### src/rtl/lsu_req_queue.sv
// Load/store request queue: two-lane in-order push into a circular FIFO, drained one
// request at a time through a registered memory handshake with a one-cycle DONE gap.
module lsu_req_queue #(
  parameter int ADDR_W = 32,
  parameter int DATA_W = 32,
  parameter int TAG_W  = 5,
  parameter int DEPTH  = 8
) (
  input  logic                         clk,
  input  logic                         rst,
  input  logic                         in0_vld,
  input  logic                         in0_store,
  input  logic [ADDR_W-1:0]            in0_addr,
  input  logic [DATA_W-1:0]            in0_data,
  input  logic [TAG_W-1:0]             in0_tag,
  input  logic                         in1_vld,
  input  logic                         in1_store,
  input  logic [ADDR_W-1:0]            in1_addr,
  input  logic [DATA_W-1:0]            in1_data,
  input  logic [TAG_W-1:0]             in1_tag,
  output logic                         in_ready,
  output logic [ADDR_W-1:0]            mem_addr,
  output logic [DATA_W-1:0]            mem_data,
  output logic                         mem_load,
  output logic                         mem_store,
  input  logic                         mem_done,
  input  logic [DATA_W-1:0]            mem_load_data,
  output logic                         ld_rsp_vld,
  output logic [TAG_W-1:0]             ld_rsp_tag,
  output logic [DATA_W-1:0]            ld_rsp_data,
  output logic [$clog2(DEPTH+1)-1:0]   count,
  output logic                         overflow,
  output logic [1:0]                   dbg_state
);

  localparam int PTR_W = $clog2(DEPTH);
  localparam int CNT_W = $clog2(DEPTH+1);

  // Handshake: a lane with vld high is accepted at a rising edge iff in_ready is high
  // at that edge; a valid lane seen while in_ready is low is dropped and sets overflow.
  typedef enum logic [1:0] {
    IDLE = 2'd0,
    BUSY = 2'd1,
    DONE = 2'd2
  } state_t;

  typedef struct packed {
    logic              store;
    logic [ADDR_W-1:0] addr;
    logic [DATA_W-1:0] data;
    logic [TAG_W-1:0]  tag;
  } entry_t;

  entry_t           r_mem [DEPTH];
  state_t           r_state;
  logic [PTR_W-1:0] r_head;
  logic [PTR_W-1:0] r_tail;
  logic [CNT_W-1:0] r_count;
  logic             r_overflow;

  entry_t           w_ent0;
  entry_t           w_ent1;
  entry_t           w_wr_a;
  entry_t           w_head_ent;
  logic             w_wr_a_vld;
  logic             w_wr_b_vld;
  logic [1:0]       w_n_push;
  logic             w_drop;
  logic             w_pop;
  logic [PTR_W-1:0] w_tail_p1;

  assign w_ent0     = '{store: in0_store, addr: in0_addr, data: in0_data, tag: in0_tag};
  assign w_ent1     = '{store: in1_store, addr: in1_addr, data: in1_data, tag: in1_tag};
  assign w_head_ent = r_mem[r_head];
  assign w_tail_p1  = r_tail + PTR_W'(1);

  assign in_ready = (r_count <= CNT_W'(DEPTH - 2));

  // A lone lane-1 request still lands at tail so the queue stays dense.
  assign w_wr_a_vld = in_ready && (in0_vld || in1_vld);
  assign w_wr_b_vld = in_ready && in0_vld && in1_vld;
  assign w_wr_a     = in0_vld ? w_ent0 : w_ent1;
  assign w_n_push   = {1'b0, w_wr_a_vld} + {1'b0, w_wr_b_vld};
  assign w_drop     = !in_ready && (in0_vld || in1_vld);
  assign w_pop      = (r_state == BUSY) && mem_done;

  always_ff @(posedge clk) begin
    if (!rst) begin
      if (w_wr_a_vld) r_mem[r_tail]    <= w_wr_a;
      if (w_wr_b_vld) r_mem[w_tail_p1] <= w_ent1;
    end
  end

  always_ff @(posedge clk) begin
    if (rst) begin
      r_state     <= IDLE;
      r_head      <= '0;
      r_tail      <= '0;
      r_count     <= '0;
      r_overflow  <= 1'b0;
      mem_addr    <= '0;
      mem_data    <= '0;
      mem_load    <= 1'b0;
      mem_store   <= 1'b0;
      ld_rsp_vld  <= 1'b0;
      ld_rsp_tag  <= '0;
      ld_rsp_data <= '0;
    end else begin
      r_tail     <= r_tail + PTR_W'(w_n_push);
      r_count    <= r_count + CNT_W'(w_n_push) - CNT_W'(w_pop);
      r_overflow <= r_overflow | w_drop;
      case (r_state)
        IDLE: begin
          if (r_count != '0) begin
            mem_addr  <= w_head_ent.addr;
            mem_data  <= w_head_ent.data;
            mem_load  <= !w_head_ent.store;
            mem_store <= w_head_ent.store;
            r_state   <= BUSY;
          end
        end
        BUSY: begin
          if (mem_done) begin
            mem_load  <= 1'b0;
            mem_store <= 1'b0;
            r_head    <= r_head + PTR_W'(1);
            if (mem_load) begin
              ld_rsp_vld  <= 1'b1;
              ld_rsp_tag  <= w_head_ent.tag;
              ld_rsp_data <= mem_load_data;
            end
            r_state <= DONE;
          end
        end
        DONE: begin
          ld_rsp_vld <= 1'b0;
          if (r_count != '0) begin
            mem_addr  <= w_head_ent.addr;
            mem_data  <= w_head_ent.data;
            mem_load  <= !w_head_ent.store;
            mem_store <= w_head_ent.store;
            r_state   <= BUSY;
          end else begin
            r_state <= IDLE;
          end
        end
        default: r_state <= IDLE;
      endcase
    end
  end

  assign count     = r_count;
  assign overflow  = r_overflow;
  assign dbg_state = r_state;

endmodule

### config.mk
export PLATFORM = sky130hd
export DESIGN_NAME = lsu_req_queue
export DESIGN_NICKNAME = d
export VERILOG_FILES = /design/src/rtl/lsu_req_queue.sv
export SDC_FILE = /design/constraint.sdc
export NUM_CORES = 1
export LEC_CHECK = 0
export ABC_AREA = 0
export CAP_MARGIN = 10
export CORE_MARGIN = 4
export CORE_UTILIZATION = 36
export DETAILED_ROUTE_END_ITERATION = 12
export PLACE_DENSITY = 0.58
export SYNTH_ARGS = -nofsm -noshare
export SYNTH_HDL_FRONTEND = slang
export SYNTH_SLANG_ARGS = --single-unit
### constraint.sdc
create_clock -name clk -period 13.3 [get_ports clk]
set_clock_uncertainty 0.05 [all_clocks]
set_input_delay 3.99 -clock clk [delete_from_list [all_inputs] [get_ports clk]]
set_output_delay 3.99 -clock clk [all_outputs]
set_load 0.01 [all_outputs]
==> results.rst, run 1 <==
.. list-table::
   :header-rows: 1

   * - Metric
     - Value
   * - Power after layout
     - 6.495 mW
   * - Setup crit start
     - in0_vld
   * - Number of detailed-routing iterations run before antenna repair
     - 5
   * - Initial drt markers
     - 1,276
   * - Leakage power figure
     - 12.46 nW
   * - #FFs+latches synth
     - 680
   * - Largest net degree at the start of global routing
     - 111
   * - Nets@finish
     - 2,572
   * - Synth Warn #
     - 0
   * - Post-Synthesis Mean Instance Area
     - 15.24 µm²
   * - Critical setup path kind
     - primary input to register
   * - Clock tree from TritonCTS
     - built
   * - Final setup violation count
     - 0
   * - Number of cells produced by synthesis
     - 2,145
   * - Boundary pin count
     - 289
   * - Fmax
     - 122.5 MHz
   * - Routability Congestion
     - 0.7706
   * - Worst Setup End Kind
     - register
   * - Remaining antenna violation count
     - 0
   * - Routed wirelength normalized by instance count
     - 25.88 µm
   * - Clock sink count
     - 680
   * - Starting density of the core
     - 0.3632
   * - Overflow after GRT
     - 0
   * - Die span in y
     - 309.4 µm
   * - Cell count after placement
     - 3,479
   * - Fin crit share
     - 0.6140
   * - Via count
     - 19,702
   * - Vias per cell
     - 5.443
   * - CTS Hold Bufs
     - 0
   * - Maximum ir drop on the vdd rail
     - 0.1094 mV
   * - Later-pin clock latency in the skew report
     - 630 ps
   * - Setup TNS after final layout
     - 0 ps
   * - First-pass GRT wire length
     - 137,200 µm
   * - Standard cell area after detailed placement
     - 0.03669 mm²
   * - Post-synthesis sequential area ratio
     - 0.5878
   * - Start of the worst register-to-register path
     - count[3]$_SDFF_PP0_
   * - ANT cells
     - 0
   * - Clock root buffer
     - clkbuf_16
   * - Data required time of the worst path
     - 13,500 ps
   * - Final Hold Fails
     - 0
   * - Area overhead of the layout relative to synthesis
     - 19.81%
   * - Port-buffer cells
     - 288
   * - Detailed placer's ending HPWL
     - 55,990 µm
   * - Final cell count without fillers
     - 3,620
   * - Unrepaired setup endpoints after global routing
     - no
   * - Cells resized by post-CTS repair
     - 0
   * - Tightest Pin Transition
     - 1269 ps
   * - Post-CTS setup repair buffer count
     - 0
   * - Post-route DRC violation count
     - 0
   * - Maxcap violations
     - 0
   * - Library cells used by synthesis
     - 35
   * - Clock buffers created by TritonCTS
     - 76
   * - Worst Reg-to-Reg Cells
     - 7
   * - Worst R2R Setup Slack
     - 8880 ps
   * - Wire length reported by the detailed router
     - 93,690 µm
   * - Non-Filler Cell Area, Final
     - 0.03917 mm²
   * - Number of buffers between clock root and the deepest sink
     - 3
   * - Minimum period implied by the final worst setup slack
     - 8166 ps
   * - # rows
     - 110
   * - Post-synthesis instance area
     - 0.03270 mm²
   * - H-tree depth
     - 3
   * - Syn Nets
     - 2,335
   * - Critical Path AT
     - 8360 ps
   * - Type of the tightest min-delay check
     - register to register
   * - Max-slew violation total from the final report
     - 0
   * - Hold Path Depth
     - 2
   * - Timing endpoint of the critical path
     - r_mem[5][1]$_DFFE_PP_
   * - Power density of the placed cells
     - 165.8 mW/mm²
   * - Clock-pin transition on the worst setup and hold timing paths
     - 60 ps
   * - Core Region
     - 0.09001 mm²
   * - Die outline area
     - 0.09571 mm²
   * - GR Util All Layers
     - 0.1927
   * - R2r endpoint
     - r_mem[5][1]$_DFFE_PP_
   * - Max transition margin
     - 0.1538
   * - Kind of start point of the critical path
     - primary input
   * - Number of global-route vias before repair
     - 20,715
   * - Critical-path maximum fanout
     - 49
   * - Leading cell types in the layout, fill and taps excluded
     - edfxtp_1 (560), mux2_2 (329), mux2_1 (301), clkdlybuf4s50_1 (286), mux2i_1 (131)
   * - Most frequent standard cell in the layout excluding fill and tap cells
     - edfxtp_1
   * - Horiz. Die Dim
     - 309.4 µm
   * - Antenna violations before repair
     - 2
   * - Run status
     - completed
   * - Proportion of layout cells with a drive suffix above 1
     - 0.2320
cell usage after synthesis:
master      n  area [µm²]
edfxtp_1  560       16820
mux2_2    329        3705
mux2_1    301        3390
mux2i_1   131        1311
dfxtp_1   120        2402
nor2_1     84       315.3
mux4_2     76        1712
nand2_1    74       277.8
clkbuf_1   70       262.8
nor3_1     69       345.3
o22ai_1    69       431.7
a211oi_1   65       488.0
buf_2      55       275.3
a21oi_1    40       200.2
buf_4      28       210.2
inv_1      15       56.30
ha_1       11       137.6
nand3_1     7       35.03
and4_1      4       35.03
buf_1       4       15.01
nor2b_1     4       25.02
o21bai_1    4       30.03
xnor2_1     4       35.03
nand2b_1    3       18.77
o21ai_0     3       15.01
xor2_1      3       26.28
a21o_1      2       15.01
fa_1        2       40.04
o31ai_1     2       15.01
a21boi_1    1       7.510
and3_1      1       6.260
and4b_1     1       10.01
nand3b_1    1       7.510
nor3_4      1       16.27
or2_2       1       6.260
kinds of logic after synthesis:
kind of cell	synth area share
buf+inv	0.02507
compound gates	0.03678
xor+xnor	0.001875
flops	0.5878
simple gates	0.03360
mux	0.3094
fa+ha+maj	0.005434
metrics by stage:
stage	utilization	hold slack [ps]	setup slack, ps
2_1_floorplan	-	404.1	2468
3_3_place_gp	0.4076	392.9	4561
3_5_place_dp	0.4076	396.5	4402
4_1_cts	0.4349	404.6	5075
5_1_grt	0.4352	418.1	4898
6_report	0.4352	400.4	5134
power breakdown:
group          internal (mW)  switching (mW)
Sequential              2.65           0.136
Clock                   1.22           0.868
Combinational          0.682           0.937
Total                   4.55            1.94
per-layer routing:
layer,up-vias,routed length (µm),track usage
met5,-,0,0
met1,10169,41680,0.2578
met4,0,1559,0.04567
li1,8907,-,-
met3,100,4685,0.03202
met2,526,45760,0.3296
final cells by class:
| class | instances | area [µm²] |
|---|---|---|
| clock buffers | 103 | 2117 |
| clock inverters | 37 | 336.6 |
| fillers | 8057 | 50840 |
| inverters | 15 | 56.30 |
| multi-input cells | 1293 | 12840 |
| flip-flops and latches | 680 | 19230 |
| well taps | 1176 | 1471 |
| repair buffers | 316 | 3120 |
registers in the layout, summed over array words and instances (netlist names), named ones only:
signal,cells
ld_rsp_vld,1
ld_rsp_tag,5
count,4
mem_load,1
ld_rsp_data,32
overflow,1
r_head,3
mem_data,32
mem_store,1
dbg_state,2
r_mem,560
mem_addr,32
r_tail,3
worst min-delay path by stage:
stage                            startpoint                           end  slack, ps
3_3_place_gp   ld_rsp_data[16]$_SDFFE_PP0P_  ld_rsp_data[16]$_SDFFE_PP0P_        390
6_report                overflow$_SDFF_PP0_           overflow$_SDFF_PP0_        400
3_5_place_dp   ld_rsp_data[14]$_SDFFE_PP0P_  ld_rsp_data[14]$_SDFFE_PP0P_        400
5_1_grt        ld_rsp_data[14]$_SDFFE_PP0P_  ld_rsp_data[14]$_SDFFE_PP0P_        420
4_1_cts        ld_rsp_data[14]$_SDFFE_PP0P_  ld_rsp_data[14]$_SDFFE_PP0P_        400
2_1_floorplan        r_head[1]$_SDFFE_PP0P_                      register        400
critical path, stage by stage:
cell	delay, ps
buf_4	470
buf_4	650
nand2_1	210
nor3_4	510
nand3_4	840
o21ai_4	740
buf_4	830
Note: power is estimated with default switching activity, not from simulation.
==> inputs of run 2 (changes only) <==
- PLACE_DENSITY: 0.58 -> 0.6
- clock period: 13.3 -> 6.55 ns (I/O delays scaled with it)
==> run 2 against run 1 <==
  * Cell count increased by 0.19%
  * Routed wire length decreased by 2.5%
  * Core utilization increased by 0.13 points
  * Critical endpoint is now r_mem[3][56]$_DFFE_PP_
  * Largest power group unchanged
  * Highest routed layer unchanged
==> results.rst, run 2 (same netlist as run 1, synthesis figures left out) <==
.. list-table::
   :header-rows: 1

   * - Metric
     - Value
   * - CTS Hold Bufs
     - 0 (unchanged)
   * - Unrepaired setup endpoints after global routing
     - no
   * - Fmax
     - 213.6 MHz
   * - Maximum ir drop on the vdd rail
     - 0.2008 mV (+84%)
   * - Cells resized by post-CTS repair
     - 0 (unchanged)
   * - Clock root buffer
     - clkbuf_16
   * - Later-pin clock latency in the skew report
     - 610 ps (-20 ps)
   * - Switching Share
     - 0.2955 (-0.003489)
   * - Fin crit share
     - 0.7148
   * - Wire length reported by the detailed router
     - 91,320 µm (-2.5%)
   * - Combinational Power Share
     - 0.252 (+0.003)
   * - Share of total power in the clock network
     - 0.318 (-0.003)
   * - Worst Setup End Kind
     - register
   * - Minimum period implied by the final worst setup slack
     - 4682 ps
   * - ANT cells
     - 0 (unchanged)
   * - Most frequent standard cell in the layout excluding fill and tap cells
     - edfxtp_1
   * - Area overhead of the layout relative to synthesis
     - 20.17%
   * - Run status
     - completed
   * - Boundary pin count
     - 289 (unchanged)
   * - Vias per cell
     - 5.478 (+0.66%)
   * - Largest net degree at the start of global routing
     - 84 (-24%)
   * - Starting density of the core
     - 0.3632 (unchanged)
   * - Worst-case setup slack after placement
     - 1239 ps (-3163 ps)
   * - Detailed placer's ending HPWL
     - 54,510 µm (-2.6%)
   * - Number of global-route vias before repair
     - 21,167 (+2.2%)
   * - Power after layout
     - 13.12 mW (+100%)
   * - Nets@finish
     - 2,579 (+0.27%)
   * - Sequential group share of total power
     - 0.430 (about the same)
   * - Maxcap violations
     - 0 (unchanged)
   * - Largest reg by FF count
     - r_mem
   * - GR Util All Layers
     - 0.1873 (-0.005391)
   * - Routability Congestion
     - 0.7481 (-2.9%)
   * - Critical-path maximum fanout
     - 52 (+6.1%)
   * - First-pass GRT wire length
     - 134,300 µm (-2.1%)
   * - Horiz. Die Dim
     - 309.4 µm (unchanged)
   * - Max transition margin
     - 0.2667 (+0.1129)
   * - Final setup violation count
     - 0 (unchanged)
   * - Final Hold Fails
     - 0 (unchanged)
   * - Clock tree from TritonCTS
     - built
   * - Core Region
     - 0.09001 mm² (unchanged)
   * - Initial drt markers
     - 1,370 (+7.4%)
   * - Clock sink count
     - 680 (unchanged)
   * - Leakage power figure
     - 12.50 nW (+0.35%)
   * - # rows
     - 110 (unchanged)
   * - Clock buffers created by TritonCTS
     - 74 (-2.6%)
   * - Remaining antenna violation count
     - 0 (unchanged)
   * - Critical Path AT
     - 4970 ps (-3390 ps)
   * - Kind of start point of the critical path
     - primary input
   * - Post-route DRC violation count
     - 0 (unchanged)
   * - Max-slew violation total from the final report
     - 0 (unchanged)
   * - Internal Power
     - 9.243 mW (+100%)
   * - Die outline area
     - 0.09571 mm² (unchanged)
   * - Number of detailed-routing iterations run before antenna repair
     - 5 (unchanged)
   * - Type of the tightest min-delay check
     - register to register
   * - Final cell count without fillers
     - 3,627 (+0.19%)
   * - Flip-flop count of the largest register after layout
     - 560 (unchanged)
   * - Leading cell types in the layout, fill and taps excluded
     - edfxtp_1 (560), mux2_2 (329), mux2_1 (301), clkdlybuf4s50_1 (286), mux2i_1 (131)
   * - Net switching power
     - 3.876 mW (+100%)
   * - Post-route setup slack
     - 1868 ps (-3266 ps)
   * - Tightest Pin Transition
     - 1100 ps (-169.3 ps)
   * - Via count
     - 19,870 (+0.85%)
   * - Cell count after placement
     - 3,489 (+0.29%)
   * - Antenna violations before repair
     - 1 (-1)
   * - Core occupancy in the finished layout
     - 0.4365 (+0.001293)
   * - Routed wirelength normalized by instance count
     - 25.18 µm (-2.7%)
   * - Overflow after GRT
     - 0 (unchanged)
   * - Data required time of the worst path
     - 6840 ps (-6660 ps)
   * - Proportion of layout cells with a drive suffix above 1
     - 0.2326 (+0.0005614)
   * - Die span in y
     - 309.4 µm (unchanged)
   * - Power density of the placed cells
     - 333.9 mW/mm² (+100%)
   * - Critical setup path kind
     - primary input to register
   * - Port-buffer cells
     - 288 (unchanged)
   * - Clock-pin transition on the worst setup and hold timing paths
     - 50 ps (about the same)
   * - H-tree depth
     - 3 (unchanged)
   * - Post-CTS setup repair buffer count
     - 0 (unchanged)
   * - Setup TNS after final layout
     - 0 ps (unchanged)
   * - Number of buffers between clock root and the deepest sink
     - 3 (unchanged)
[run 2: cell count changes in the layout (fill, tap and decap cells not counted), moves of 3 or more]
| cell | change |
|---|---|
| buf_12 | +9 |
| clkbuf_1 | +5 |
| clkbuf_16 | -3 |
| clkinv_2 | -5 |
[run 2: layout make-up]
| class | count | area, µm² |
|---|---|---|
| Sequential cell | 680 | 19230 |
| Tap cell | 1176 | 1471 |
| Fill cell | 8137 | 50720 |
| Timing Repair Buffer | 325 | 3281 |
| Clock buffer | 106 | 2074 |
| Multi-Input combinational cell | 1293 | 12840 |
| Inverter | 15 | 56.30 |
| Clock inverter | 32 | 335.3 |
[run 2: through the flow]
step           hold slack (ps)  area (µm²)
2_1_floorplan            404.1       32710
3_3_place_gp             391.2       36880
3_5_place_dp             397.8       36880
4_1_cts                  405.4       39290
5_1_grt                  422.5       39290
6_report                 403.3       39290
[run 2: worst max-delay path: stages]
cell and delay, ps:
clkdlybuf4s50_1 520, nand2_1 110, nor3_4 490, and4_4 600, buf_4 810, mux2_1 400
[run 2: layer usage]
layer / GRT usage / vias up / part of all wire
met1: 0.2406 / 10234 / 0.43
li1: - / 8910 / -
met3: 0.03427 / 104 / 0.059
met5: 0 / - / 0
met2: 0.3279 / 622 / 0.50
met4: 0.04828 / 0 / 0.019
[run 2: final timing paths]
check | startpoint | slack, ps | cells after the start | to
setup / recovery | in1_vld | 1870 | 6 | r_mem[3][56]$_DFFE_PP_
hold / removal | ld_rsp_data[25]$_SDFFE_PP0P_ | 400 | 2 | ld_rsp_data[25]$_SDFFE_PP0P_
setup reg to reg | count[3]$_SDFF_PP0_ | 2930 | 7 | r_mem[3][56]$_DFFE_PP_
hold reg to reg | ld_rsp_data[25]$_SDFFE_PP0P_ | 400 | 2 | ld_rsp_data[25]$_SDFFE_PP0P_
[run 2: power by group through the flow]
stage | Combinational, mW | Sequential [mW] | Clock [mW]
detailed placement | 3.32 | 5.74 | 0
global route | 3.58 | 5.70 | 4.45
global placement | 3.27 | 5.71 | 0
floorplan | 1.74 | 5.79 | 0
CTS | 3.34 | 5.65 | 4.27
finish | 3.30 | 5.64 | 4.17
==> inputs of run 3 (changes only) <==
- PLACE_DENSITY: 0.6 -> 0.58
- clock period: 6.55 -> 4.35 ns (I/O delays scaled with it)
==> run 3 against run 2 <==
  * Global-route usage increased by 1.2 points
  * Non-clock buffer count increased by 25
  * Combinational power is 56% higher
  * Sequential cell count stayed put
  * Cell area increased by 1.4%
  * Core utilization up 0.62 points
  * Worst hold slack gained 2.6 ps
  * Sequential power is 51% higher
  * Critical path depth is 1 lower
  * Total power grew 54%
  * Sequential share of layout area decreased by 0.69 points
  * Critical path type is now register to primary output
  * Largest cell class unchanged
==> results.rst, run 3 (same netlist as run 1, synthesis figures left out) <==
.. list-table::
   :header-rows: 1

   * - Metric
     - Value
   * - Critical Path AT
     - 2520 ps (-2450 ps)
   * - Final cell count without fillers
     - 3,658 (+0.85%)
   * - Fmax
     - 257.8 MHz
   * - Standard cell area after detailed placement
     - 0.03730 mm² (+1.2%)
   * - Worst Setup End Kind
     - primary output
   * - Metal3 WL
     - 5914 µm (+9.5%)
   * - Boundary pin count
     - 289 (unchanged)
   * - Clock root buffer
     - clkbuf_16
   * - Cells resized by post-CTS repair
     - 0 (unchanged)
   * - Share of total power in the clock network
     - 0.325 (+0.007)
   * - Number of detailed-routing iterations run before antenna repair
     - 5 (unchanged)
   * - Nets@finish
     - 2,607 (+1.1%)
   * - Flip-flop and latch area
     - 0.01923 mm² (unchanged)
   * - Port-buffer cells
     - 288 (unchanged)
   * - Die outline area
     - 0.09571 mm² (unchanged)
   * - Max-slew violation total from the final report
     - 0 (unchanged)
   * - Tightest Pin Transition
     - 966.5 ps (-133.5 ps)
   * - Power density of the placed cells
     - 507.6 mW/mm² (+52%)
   * - Horiz. Die Dim
     - 309.4 µm (unchanged)
   * - Number of global-route vias before repair
     - 21,104 (-0.30%)
   * - Sequential group share of total power
     - 0.421 (-0.009)
   * - Largest net degree at the start of global routing
     - 65 (-23%)
   * - Maximum ir drop on the vdd rail
     - 0.3260 mV (+62%)
   * - GR Util All Layers
     - 0.1990 (+0.01173)
   * - Area overhead of the layout relative to synthesis
     - 21.88%
   * - Wire length reported by the detailed router
     - 96,600 µm (+5.8%)
   * - Clock sink count
     - 680 (unchanged)
   * - Routability Congestion
     - 0.7516 (+0.47%)
   * - Clock-pin transition on the worst setup and hold timing paths
     - 60 ps (about the same)
   * - Post-CTS setup repair buffer count
     - 0 (unchanged)
   * - Net switching power
     - 6.003 mW (+55%)
   * - Worst-case setup slack after placement
     - 458.1 ps (-780.9 ps)
   * - Most frequent standard cell in the layout excluding fill and tap cells
     - edfxtp_1
   * - Leakage power figure
     - 12.76 nW (+2.1%)
   * - Data required time of the worst path
     - 2990 ps (-3850 ps)
   * - Routed length on met2
     - 47,070 µm (+3.9%)
   * - Routed wirelength normalized by instance count
     - 26.41 µm (+4.9%)
   * - Initial drt markers
     - 1,494 (+9.1%)
   * - Final Hold Fails
     - 0 (unchanged)
   * - Flip-flop count of the largest register after layout
     - 560 (unchanged)
   * - Proportion of layout cells with a drive suffix above 1
     - 0.2451 (+0.01250)
   * - Non-Filler Cell Area, Final
     - 0.03985 mm² (+1.4%)
   * - Detailed placer's ending HPWL
     - 55,260 µm (+1.4%)
   * - H-tree depth
     - 3 (unchanged)
   * - Vias per cell
     - 5.480 (about the same)
   * - CTS Hold Bufs
     - 0 (unchanged)
   * - Highest routing layer actually used
     - met5
   * - Kind of start point of the critical path
     - register
   * - Power after layout
     - 20.23 mW (+54%)
   * - Combinational Power Share
     - 0.255 (+0.003)
   * - Worst R2R Setup Slack
     - 1460 ps (-1470 ps)
   * - Smallest hold slack
     - 405.9 ps (+2.570 ps)
   * - Later-pin clock latency in the skew report
     - 620 ps (about the same)
   * - Die span in y
     - 309.4 µm (unchanged)
   * - Clock buffers created by TritonCTS
     - 77 (+4.1%)
   * - Unrepaired setup endpoints after global routing
     - no
   * - Combined area of the multi-input logic cells
     - 0.01285 mm² (about the same)
   * - Remaining antenna violation count
     - 0 (unchanged)
   * - Core occupancy in the finished layout
     - 0.4427 (+0.006213)
   * - Number of buffers between clock root and the deepest sink
     - 3 (unchanged)
   * - Largest reg by FF count
     - r_mem
   * - Master of the slowest instance on the critical path
     - clkdlybuf4s50_1
   * - Starting density of the core
     - 0.3632 (unchanged)
   * - Minimum period implied by the final worst setup slack
     - 3878 ps
   * - Total of fill cells in the finished design
     - 7,987 (-1.8%)
   * - Clock tree from TritonCTS
     - built
   * - Type of the tightest min-delay check
     - register to register
   * - Antenna violations before repair
     - 2 (+1)
   * - Final setup violation count
     - 0 (unchanged)
   * - Via count
     - 20,046 (+0.89%)
   * - Max transition margin
     - 0.3557 (+0.08898)
   * - Fin crit share
     - 0.8916
   * - Core Region
     - 0.09001 mm² (unchanged)
   * - Max incr delay on CP
     - 640 ps (-170 ps)
   * - First-pass GRT wire length
     - 141,500 µm (+5.4%)
   * - Post-route DRC violation count
     - 0 (unchanged)
   * - Run status
     - completed
   * - Post-route setup slack
     - 471.7 ps (-1396 ps)
   * - Leading cell types in the layout, fill and taps excluded
     - edfxtp_1 (560), mux2_2 (329), mux2_1 (301), clkdlybuf4s50_1 (286), mux2i_1 (131)
   * - Detailed-route wire length on metal 1
     - 41,850 µm (+7.6%)
   * - Critical-path cell list
     - inv_1, ha_1, and3_1, nor2_1, clkdlybuf4s50_1
   * - Critical setup path kind
     - register to primary output
   * - # rows
     - 110 (unchanged)
   * - Internal Power
     - 14.22 mW (+54%)
   * - Setup TNS after final layout
     - 0 ps (unchanged)
   * - Maxcap violations
     - 0 (unchanged)
   * - Switching Share
     - 0.2968 (+0.001315)
   * - Critical-path maximum fanout
     - 4 (-92%)
   * - Cell count after placement
     - 3,514 (+0.72%)
   * - Overflow after GRT
     - 0 (unchanged)
-- run 3: cell count changes in the layout (fill, tap and decap cells not counted), moves of 3 or more --
cell / change
buf_12: +18
clkinv_2: +5
clkinv_1: -5
buf_4: +7
clkbuf_16: +3
-- run 3: area by class of cell --
| class | instances | share of cell area |
|---|---|---|
| clock buffer | 109 | 0.05376 |
| sequential | 680 | 0.4826 |
| tap | 1176 | 0.03693 |
| clock inverter | 34 | 0.01002 |
| antenna | 1 | 0.00006280 |
| multi-input combinational | 1293 | 0.3226 |
| timing repair buffer | 350 | 0.09269 |
| inverter | 15 | 0.001413 |
-- run 3: critical path: cells and delay by family, from the launching register on --
family / cells / cell delay (ps)
fa+ha+maj: 1 / 190
buf+inv: 2 / 710
flops: 1 / 340
simple gates: 2 / 670
-- run 3: path summary, 6_finish.rpt --
check / start / to / depth (start not counted)
setup / recovery: count[3]$_SDFF_PP0_ / in_ready / 5
hold / removal: ld_rsp_data[2]$_SDFFE_PP0P_ / ld_rsp_data[2]$_SDFFE_PP0P_ / 2
setup reg to reg: count[3]$_SDFF_PP0_ / count[2]$_SDFF_PP0_ / 12
hold reg to reg: ld_rsp_data[2]$_SDFFE_PP0P_ / ld_rsp_data[2]$_SDFFE_PP0P_ / 2
-- run 3: power by group through the flow --
stage	Sequential [mW]	Combinational (mW)	Clock, mW
3_3_place_gp	8.61	5.17	0
3_5_place_dp	8.65	5.20	0
6_report	8.51	5.15	6.56
5_1_grt	8.60	5.57	6.98
4_1_cts	8.52	5.24	6.73
2_1_floorplan	8.69	2.65	0
-- run 3: routing by layer --
metal,up-vias,global-route usage
li1,8977,-
met1,10360,0.2631
met2,593,0.3404
met5,-,0
met3,114,0.03707
met4,2,0.04893
